`src/rtl/display_pkg.sv`:
```
// Shared 7-segment table and types for the display encoder/reader pair.
// Pattern word is {a,b,c,d,e,f,g} with segment a in bit 6.
package display_pkg;

  localparam logic [6:0] SEG_BLANK = 7'h00;

  localparam int SEG_A = 6;
  localparam int SEG_B = 5;
  localparam int SEG_C = 4;
  localparam int SEG_D = 3;
  localparam int SEG_E = 2;
  localparam int SEG_F = 1;
  localparam int SEG_G = 0;

  typedef enum logic [1:0] {
    S_IDLE,
    S_SETTLE,
    S_PRESENT,
    S_HOLD
  } rd_state_e;

  typedef struct packed {
    logic       err;
    logic [4:0] code;
  } lookup_t;

  // 0..15 hex glyphs, 16..31 letters and symbols
  localparam logic [6:0] SEG_TABLE [32] = '{
    7'h7E, 7'h30, 7'h6D, 7'h79, 7'h33, 7'h5B, 7'h5F, 7'h70,
    7'h7F, 7'h7B, 7'h77, 7'h1F, 7'h4E, 7'h3D, 7'h4F, 7'h47,
    7'h0E, 7'h37, 7'h67, 7'h3E, 7'h15, 7'h1D, 7'h05, 7'h0F,
    7'h1C, 7'h3B, 7'h76, 7'h08, 7'h40, 7'h48, 7'h63, 7'h38
  };

  function automatic lookup_t seg_lookup(input logic [6:0] p);
    lookup_t r;
    r.err  = 1'b1;
    r.code = '0;
    for (int i = 31; i >= 0; i--) begin
      if (SEG_TABLE[i] == p) begin
        r.err  = 1'b0;
        r.code = 5'(i);
      end
    end
    return r;
  endfunction

endpackage

```
`src/rtl/seg_sync_debounce.sv`:
```
// Two-flop synchronizer plus candidate/counter stability tracker
// for the seven segment lines.
module seg_sync_debounce
  import display_pkg::*;
#(
  parameter int STABLE_CYCLES = 4,
  parameter int CNT_W         = 8
) (
  input  logic       clk,
  input  logic       rst_n,
  input  logic [6:0] seg_in,
  output logic [6:0] pattern,
  output logic       changed,
  output logic       stable
);

  localparam logic [CNT_W-1:0] CNT_MAX = CNT_W'(STABLE_CYCLES);
  localparam logic [CNT_W-1:0] CNT_HIT = CNT_W'(STABLE_CYCLES - 1);

  logic [6:0]       sync1_q, sync2_q;
  logic [6:0]       cand_q, cand_d;
  logic [CNT_W-1:0] cnt_q, cnt_d;

  assign pattern = sync2_q;
  assign changed = (sync2_q != cand_q);
  assign stable  = !changed && (cnt_q == CNT_HIT);

  always_comb begin
    cand_d = cand_q;
    cnt_d  = cnt_q;
    if (changed) begin
      cand_d = sync2_q;
      cnt_d  = '0;
    end else if (cnt_q != CNT_MAX) begin
      cnt_d = cnt_q + CNT_W'(1);
    end
  end

  always_ff @(posedge clk or negedge rst_n) begin
    if (!rst_n) begin
      sync1_q <= '0;
      sync2_q <= '0;
      cand_q  <= '0;
      cnt_q   <= '0;
    end else begin
      sync1_q <= seg_in;
      sync2_q <= sync1_q;
      cand_q  <= cand_d;
      cnt_q   <= cnt_d;
    end
  end

endmodule

```
`src/rtl/display_reader.sv`:
```
// Decodes a debounced 7-segment pattern back into its 5-bit code
// and offers it once per stable pattern over valid/ready.
module display_reader
  import display_pkg::*;
#(
  parameter int STABLE_CYCLES = 4,
  parameter int CNT_W         = 8
) (
  input  logic       clk,
  input  logic       rst_n,
  input  logic       seg_a,
  input  logic       seg_b,
  input  logic       seg_c,
  input  logic       seg_d,
  input  logic       seg_e,
  input  logic       seg_f,
  input  logic       seg_g,
  output logic [4:0] code_out,
  output logic       code_valid,
  input  logic       code_ready,
  output logic       code_err,
  output logic       blank
);

  logic [6:0] pattern;
  logic       changed;
  logic       stable;
  logic       settled;
  lookup_t    lk;

  rd_state_e  state_q, state_d;
  logic [4:0] code_q, code_d;
  logic       err_q, err_d;
  logic       blank_q, blank_d;
  logic       restart_q, restart_d;
  logic       seen_q, seen_d;
  logic [6:0] last_q, last_d;

  seg_sync_debounce #(
    .STABLE_CYCLES(STABLE_CYCLES),
    .CNT_W        (CNT_W)
  ) u_sync (
    .clk    (clk),
    .rst_n  (rst_n),
    .seg_in ({seg_a, seg_b, seg_c, seg_d, seg_e, seg_f, seg_g}),
    .pattern(pattern),
    .changed(changed),
    .stable (stable)
  );

  assign lk = seg_lookup(pattern);

  // seen_q remembers a stable pulse that fired while a code was pending
  assign settled = stable || (seen_q && !changed);

  always_comb begin
    state_d   = state_q;
    code_d    = code_q;
    err_d     = err_q;
    blank_d   = blank_q;
    restart_d = restart_q;
    last_d    = last_q;
    seen_d    = changed ? 1'b0 : (stable ? 1'b1 : seen_q);
    unique case (state_q)
      S_IDLE, S_HOLD: begin
        if (changed) state_d = S_SETTLE;
      end
      S_SETTLE: begin
        if (settled) begin
          if (pattern == SEG_BLANK) begin
            blank_d = 1'b1;
            last_d  = pattern;
            state_d = S_IDLE;
          end else begin
            blank_d = 1'b0;
            if (pattern == last_q) begin
              state_d = S_HOLD;
            end else begin
              code_d  = lk.code;
              err_d   = lk.err;
              last_d  = pattern;
              state_d = S_PRESENT;
            end
          end
        end
      end
      S_PRESENT: begin
        if (changed) restart_d = 1'b1;
        if (code_ready) begin
          restart_d = 1'b0;
          state_d   = (restart_q || changed) ? S_SETTLE : S_HOLD;
        end
      end
      default: state_d = S_IDLE;
    endcase
  end

  always_ff @(posedge clk or negedge rst_n) begin
    if (!rst_n) begin
      state_q   <= S_IDLE;
      code_q    <= '0;
      err_q     <= 1'b0;
      blank_q   <= 1'b0;
      restart_q <= 1'b0;
      seen_q    <= 1'b0;
      last_q    <= '0;
    end else begin
      state_q   <= state_d;
      code_q    <= code_d;
      err_q     <= err_d;
      blank_q   <= blank_d;
      restart_q <= restart_d;
      seen_q    <= seen_d;
      last_q    <= last_d;
    end
  end

  assign code_valid = (state_q == S_PRESENT);
  assign code_out   = code_q;
  assign code_err   = err_q;
  assign blank      = blank_q;

endmodule

```
`config.mk`:
```
export PLATFORM = sky130hd
export DESIGN_NAME = display_reader
export DESIGN_NICKNAME = d
export VERILOG_FILES = /design/src/rtl/display_pkg.sv /design/src/rtl/seg_sync_debounce.sv /design/src/rtl/display_reader.sv
export SDC_FILE = /design/constraint.sdc
export NUM_CORES = 1
export LEC_CHECK = 0
export ABC_AREA = 0
export CAP_MARGIN = 20
export CORE_MARGIN = 1
export CORE_UTILIZATION = 50
export CTS_CLUSTER_DIAMETER = 200
export CTS_CLUSTER_SIZE = 12
export DETAILED_ROUTE_END_ITERATION = 8
export HOLD_SLACK_MARGIN = 0.1
export PLACE_DENSITY = 0.69
export SLEW_MARGIN = 20
export SYNTH_ARGS = -nofsm -noshare
export SYNTH_HDL_FRONTEND = slang
export SYNTH_SLANG_ARGS = --single-unit
```
`constraint.sdc`:
```
create_clock -name clk -period 5.81 [get_ports clk]
set_input_delay 1.162 -clock clk [delete_from_list [all_inputs] [get_ports clk]]
set_output_delay 1.162 -clock clk [all_outputs]
set_load 0.05 [all_outputs]
```
# After elaboration in Yosys (flattened, before gate mapping)
# Index checks and enable logic that the tools add are counted.
word_totals:
  register_bits: 47
  word_cells: 121
  out_inout_bits: 8
classes:
  addsub: 1
  muxes: 48
  eq_ne: 43
  reduce_logical: 16
  bitwise: 2
op_table:
  columns: ["cell", "n"]
  rows:
  - ["$mux W6", 32]
  - ["$eq A7 B7 Y1 const A", 17]
  - ["$eq A6 B7 Y1 const A", 7]
  - ["$eq A5 B7 Y1 const A", 4]
  - ["$eq A4 B7 Y1 const A", 3]
  - ["$mux W8", 2]
  - ["$mux W7", 2]
  - ["$mux W2", 5]
  - ["$add A8 B1 Y8 const B", 1]
  - ["$eq A8 B2 Y1 const B", 1]
  - ["$ne A8 B3 Y1 const B", 1]
  - ["$eq A3 B7 Y1 const A", 1]
  - ["$eq A7 B7 Y1", 1]
  - ["$logic_not A7 Y1", 1]
  - ["$ne A7 B7 Y1", 1]
  - ["$mux W1", 6]
  - ["$ne A2 B2 Y1 const B", 3]
  - ["$pmux W2 S3", 1]
  - ["$reduce_and A3 Y1", 2]
  - ["$reduce_bool A2 Y1", 3]
  - ["$eq A2 B2 Y1 const B", 2]
  - ["$reduce_and A2 Y1", 2]
  - ["$reduce_and A4 Y1", 1]
  - ["$eq A2 B1 Y1 const B", 1]
  - ["other kinds (7)", 10]

# Depth between registers and ports, before layout
depth:
  word_depth: 33
  ltp_mapped: 8

# Hierarchy
# From an unflattened synthesis, not the netlist that was laid out.
hier_totals:
  cells_unflattened: 272
  hier_area_um2: 2647.5
by_module_without_submodules:
  columns: ["mod", "seq_area_each_um2", "cells_each", "area_per_inst_um2", "instances"]
  rows:
  - ["display_reader", 450.4, 184, 1547.7, 1]
  - ["seg_sync_debounce", 725.7, 88, 1099.8, 1]

# Worst setup path before layout
# OpenSTA, ideal clock, no wires.
synth_path:
  path_type: "flip-flop to output port"
  startpoint: "reg state_q[0]"
  endpoint: "out code_valid"
  arrival_time_ns: 0.955
  path_stages_with_launch: 3
  setup_slack_ns: 3.693
  required_ns: 4.648
  path_cell_list: "dfrtp_1 inv_1 ha_1"
synth_via:
  elab_chain_cells: 1
synth_rtl:
  columns: ["item", "line_no", "source"]
  rows:
  - ["start: declaration", "display_reader.sv:31", "rd_state_e state_q, state_d;"]
  - ["start signal: assignment", "display_reader.sv:108", "state_q <= state_d;"]
  - ["$eq A2 B2 Y1", "display_reader.sv:118", "assign code_valid = (state_q == S_PRESENT);"]
  - ["end: declaration", "display_reader.sv:19", "output logic code_valid,"]
# No other way between the ends.

# Final worst setup path
# Same ends and word-level chain as after synthesis.

==> out/metrics.cfg <==
[status]
status=finished, final reports clean

[layout]
fill_cells=481
multi_input_area_um2=1320
syn_to_final_growth_pct=7.03
nets=276
regArea_um2=1180
instances_no_fill=333
drive_above_1_share_pct=11.0
diodes=0
final_area_um2=2880

[drt]
vias=1929
drt-initial-drc-count=171
drtPass1Iterations=4
finalWirelength_mm=4.84
postRouteAntennaNets=0
drc=0
vias_per_cell=5.79
wl_per_cell_um=14.5

[synth]
yosysUniqueCellTypes=57
yosysWarnings=0
synthCells=270
syn_nets=284
synth_top_cell_by_area=dfrtp_1
async_reset_ff_share_pct=100
yosys-top-cells-area=dfrtp_1, xnor2_1, xor2_1
postSynthAreaPerCell_um2=9.96
synth-edff-count=0
synth_commonest_cells=dfrtp_1, clkbuf_1, nor2_1, xnor2_1, xor2_1
synth.top_cell.area_share_pct=43.7
yosysMostFrequentCell=dfrtp_1
synth_flop_cell=dfrtp_1
synth-seq-cells=47
synth_area_um2=2690
ys_seq_area_share_pct=43.7

[place]
dp.cells=325
portBuffers=17
dp_hpwl_mm=3.23
dpl-instance-area_um2=2780
routabilityCongestion=0.808

[power_and_ir_drop]
vdd_drop_max_v=0.000145
power_density_nw_per_um2=209
leakagePower_nw=1.17

[floorplan]
design.die.area_um2=5670
rows=26
core_um2=5140
num_io_pins=18
initial_core_util_pct=52.3
die_y_um=75.3
die_w_um=75.3

[grt]
grt_max_degree=48
met3_usage_pct=3.57
gr-total-overflow=0
grt_usage_pct=18.8
grt_pass1_wl_mm=8.02
met2_usage_pct=27.7
use_met1_pct=27.8
busiest_layer=met1
grt_pass1_vias=1682
antenna_found_initial=0

[timing]
hold_viol_final=0
min_period_ns=3.02
setup_tns_ns=0
fin_crit_sh_pct=52.0
drv_slew=0
clock_skew_ns=0.0170
max_slew_margin_pct=40.3
rsz0062_at_grt=no
fmax_ghz=0.331
setup_viol=0
max_slew.worst_pin.slew_ns=0.896

[clock_network]
clock_path_buffers=2
cts_resized=0
root_buffer=clkbuf_8
clock_latency_ns=0.31
htreeDepth=2
cts_sinks=47
cts_tree=done
cts_buffers=5
holdBufCountCts=0
post-cts-setup-buffers=0
clk_pin_slew_ns=0.09

[setup_path]
cp_cell_sequence=inv_1 > ha_1 > clkdlybuf4s50_1
critPathLaunchType=register
crit_path_end_kind=primary output
critical_path_class=register to primary output
crit_arrival_ns=1.86
path_buf_inv=2
crit_fanout=6
cp.required_ns=4.65
worst_path_largest_cell_delay_ns=0.84
worst_path_dominant_cell_family=buffers and inverters
slowest_stage=clkdlybuf4s50_1

[flow_run]
max-cap-violations=0

[min_path]
hold_class=register to register

[final cells by class]
type	count	share of cell area, %
clock buffer	5	2.39
clock inverter	3	0.870
inverter	8	1.04
multi-input combinational	183	46.0
sequential	47	40.9
tap	70	3.04
timing repair buffer	17	5.83
[where the power goes]
| group | internal, mW | leakage, nW | total (mW) | switching, mW |
|---|---|---|---|---|
| logic | 0.0220 | 0.524 | 0.0447 | 0.0227 |
| clock network | 0.0877 | 0.0452 | 0.203 | 0.115 |
| registers | 0.334 | 0.598 | 0.354 | 0.0203 |
| total | 0.444 | 1.17 | 0.602 | 0.158 |
[worst reg2reg max path, delay by kind of cell, from the launching register on]
kind,cells,cell delay [ns]
XOR/XNOR,1,0.16
AO/OA/AOI/OAI,1,0.39
AND/OR/NAND/NOR,2,0.75
flip-flops,1,0.93
multiplexers,1,0.39
[layer usage]
layer  share of wire [%]  up-vias
met1                  48      926
met5                   0        -
met4                 1.3        0
met3                 5.7        7
li1                    -      941
met2                  45       55
[metrics by stage]
stage | hold slack [ns] | util [%] | power, mW | worst slack, ns
global route | 0.370 | 56.0 | 0.632 | 2.70
detailed placement | 0.335 | 54.1 | 0.406 | 3.10
CTS | 0.356 | 55.9 | 0.608 | 2.77
floorplan | 0.331 | - | 0.391 | 3.69
finish | 0.353 | 56.0 | 0.602 | 2.79
global placement | 0.334 | 54.1 | 0.405 | 3.16
[flip-flops by register name, summed over array words and instances (netlist names)]
register,count
restart_q,1
u_sync.cnt_q,8
u_sync.pattern,7
u_sync.sync1_q,7
code_out,5
u_sync.cand_q,7
seen_q,1
state_q,2
code_err,1
blank,1
last_q,7
[cells by family after synthesis]
group                      after synthesis  share of synthesized area (%)
buffers and inverters                   40                           7.07
xor gates and xnor gates                22                           7.17
adders and majority gates                4                           1.86
DFF                                     47                           43.7
AOI/OAI and AO/OA                       50                           13.2
muxes                                   12                           5.40
and+or+nand+nor                         95                           21.5
[path summary, 6_finish.rpt]
kind / start / end / slack [ns] / cells after the start
min: u_sync.sync1_q[2] / u_sync.pattern[2] / 0.35 / 0
max: state_q[0] / code_valid / 2.79 / 3
max reg2reg: u_sync.pattern[5] / last_q[2] / 3.08 / 5
min in group asynchronous: rst_n / u_sync.cnt_q[2] / 0.84 / 1
min reg2reg: u_sync.sync1_q[2] / u_sync.pattern[2] / 0.35 / 0
max in group asynchronous: rst_n / code_out[2] / 4.58 / 1
[cells in the final DEF, fill, tap and decap left out, drive strengths merged, types with 9 or more instances in the layout]
master / count
inv: 10
mux2: 11
clkdlybuf4s50: 16
a21oi: 9
xnor2: 11
nor3: 9
a31oi: 10
dfrtp: 47
nor2: 19
xor2: 11
No activity file was read; power rests on OpenSTA's default activity.
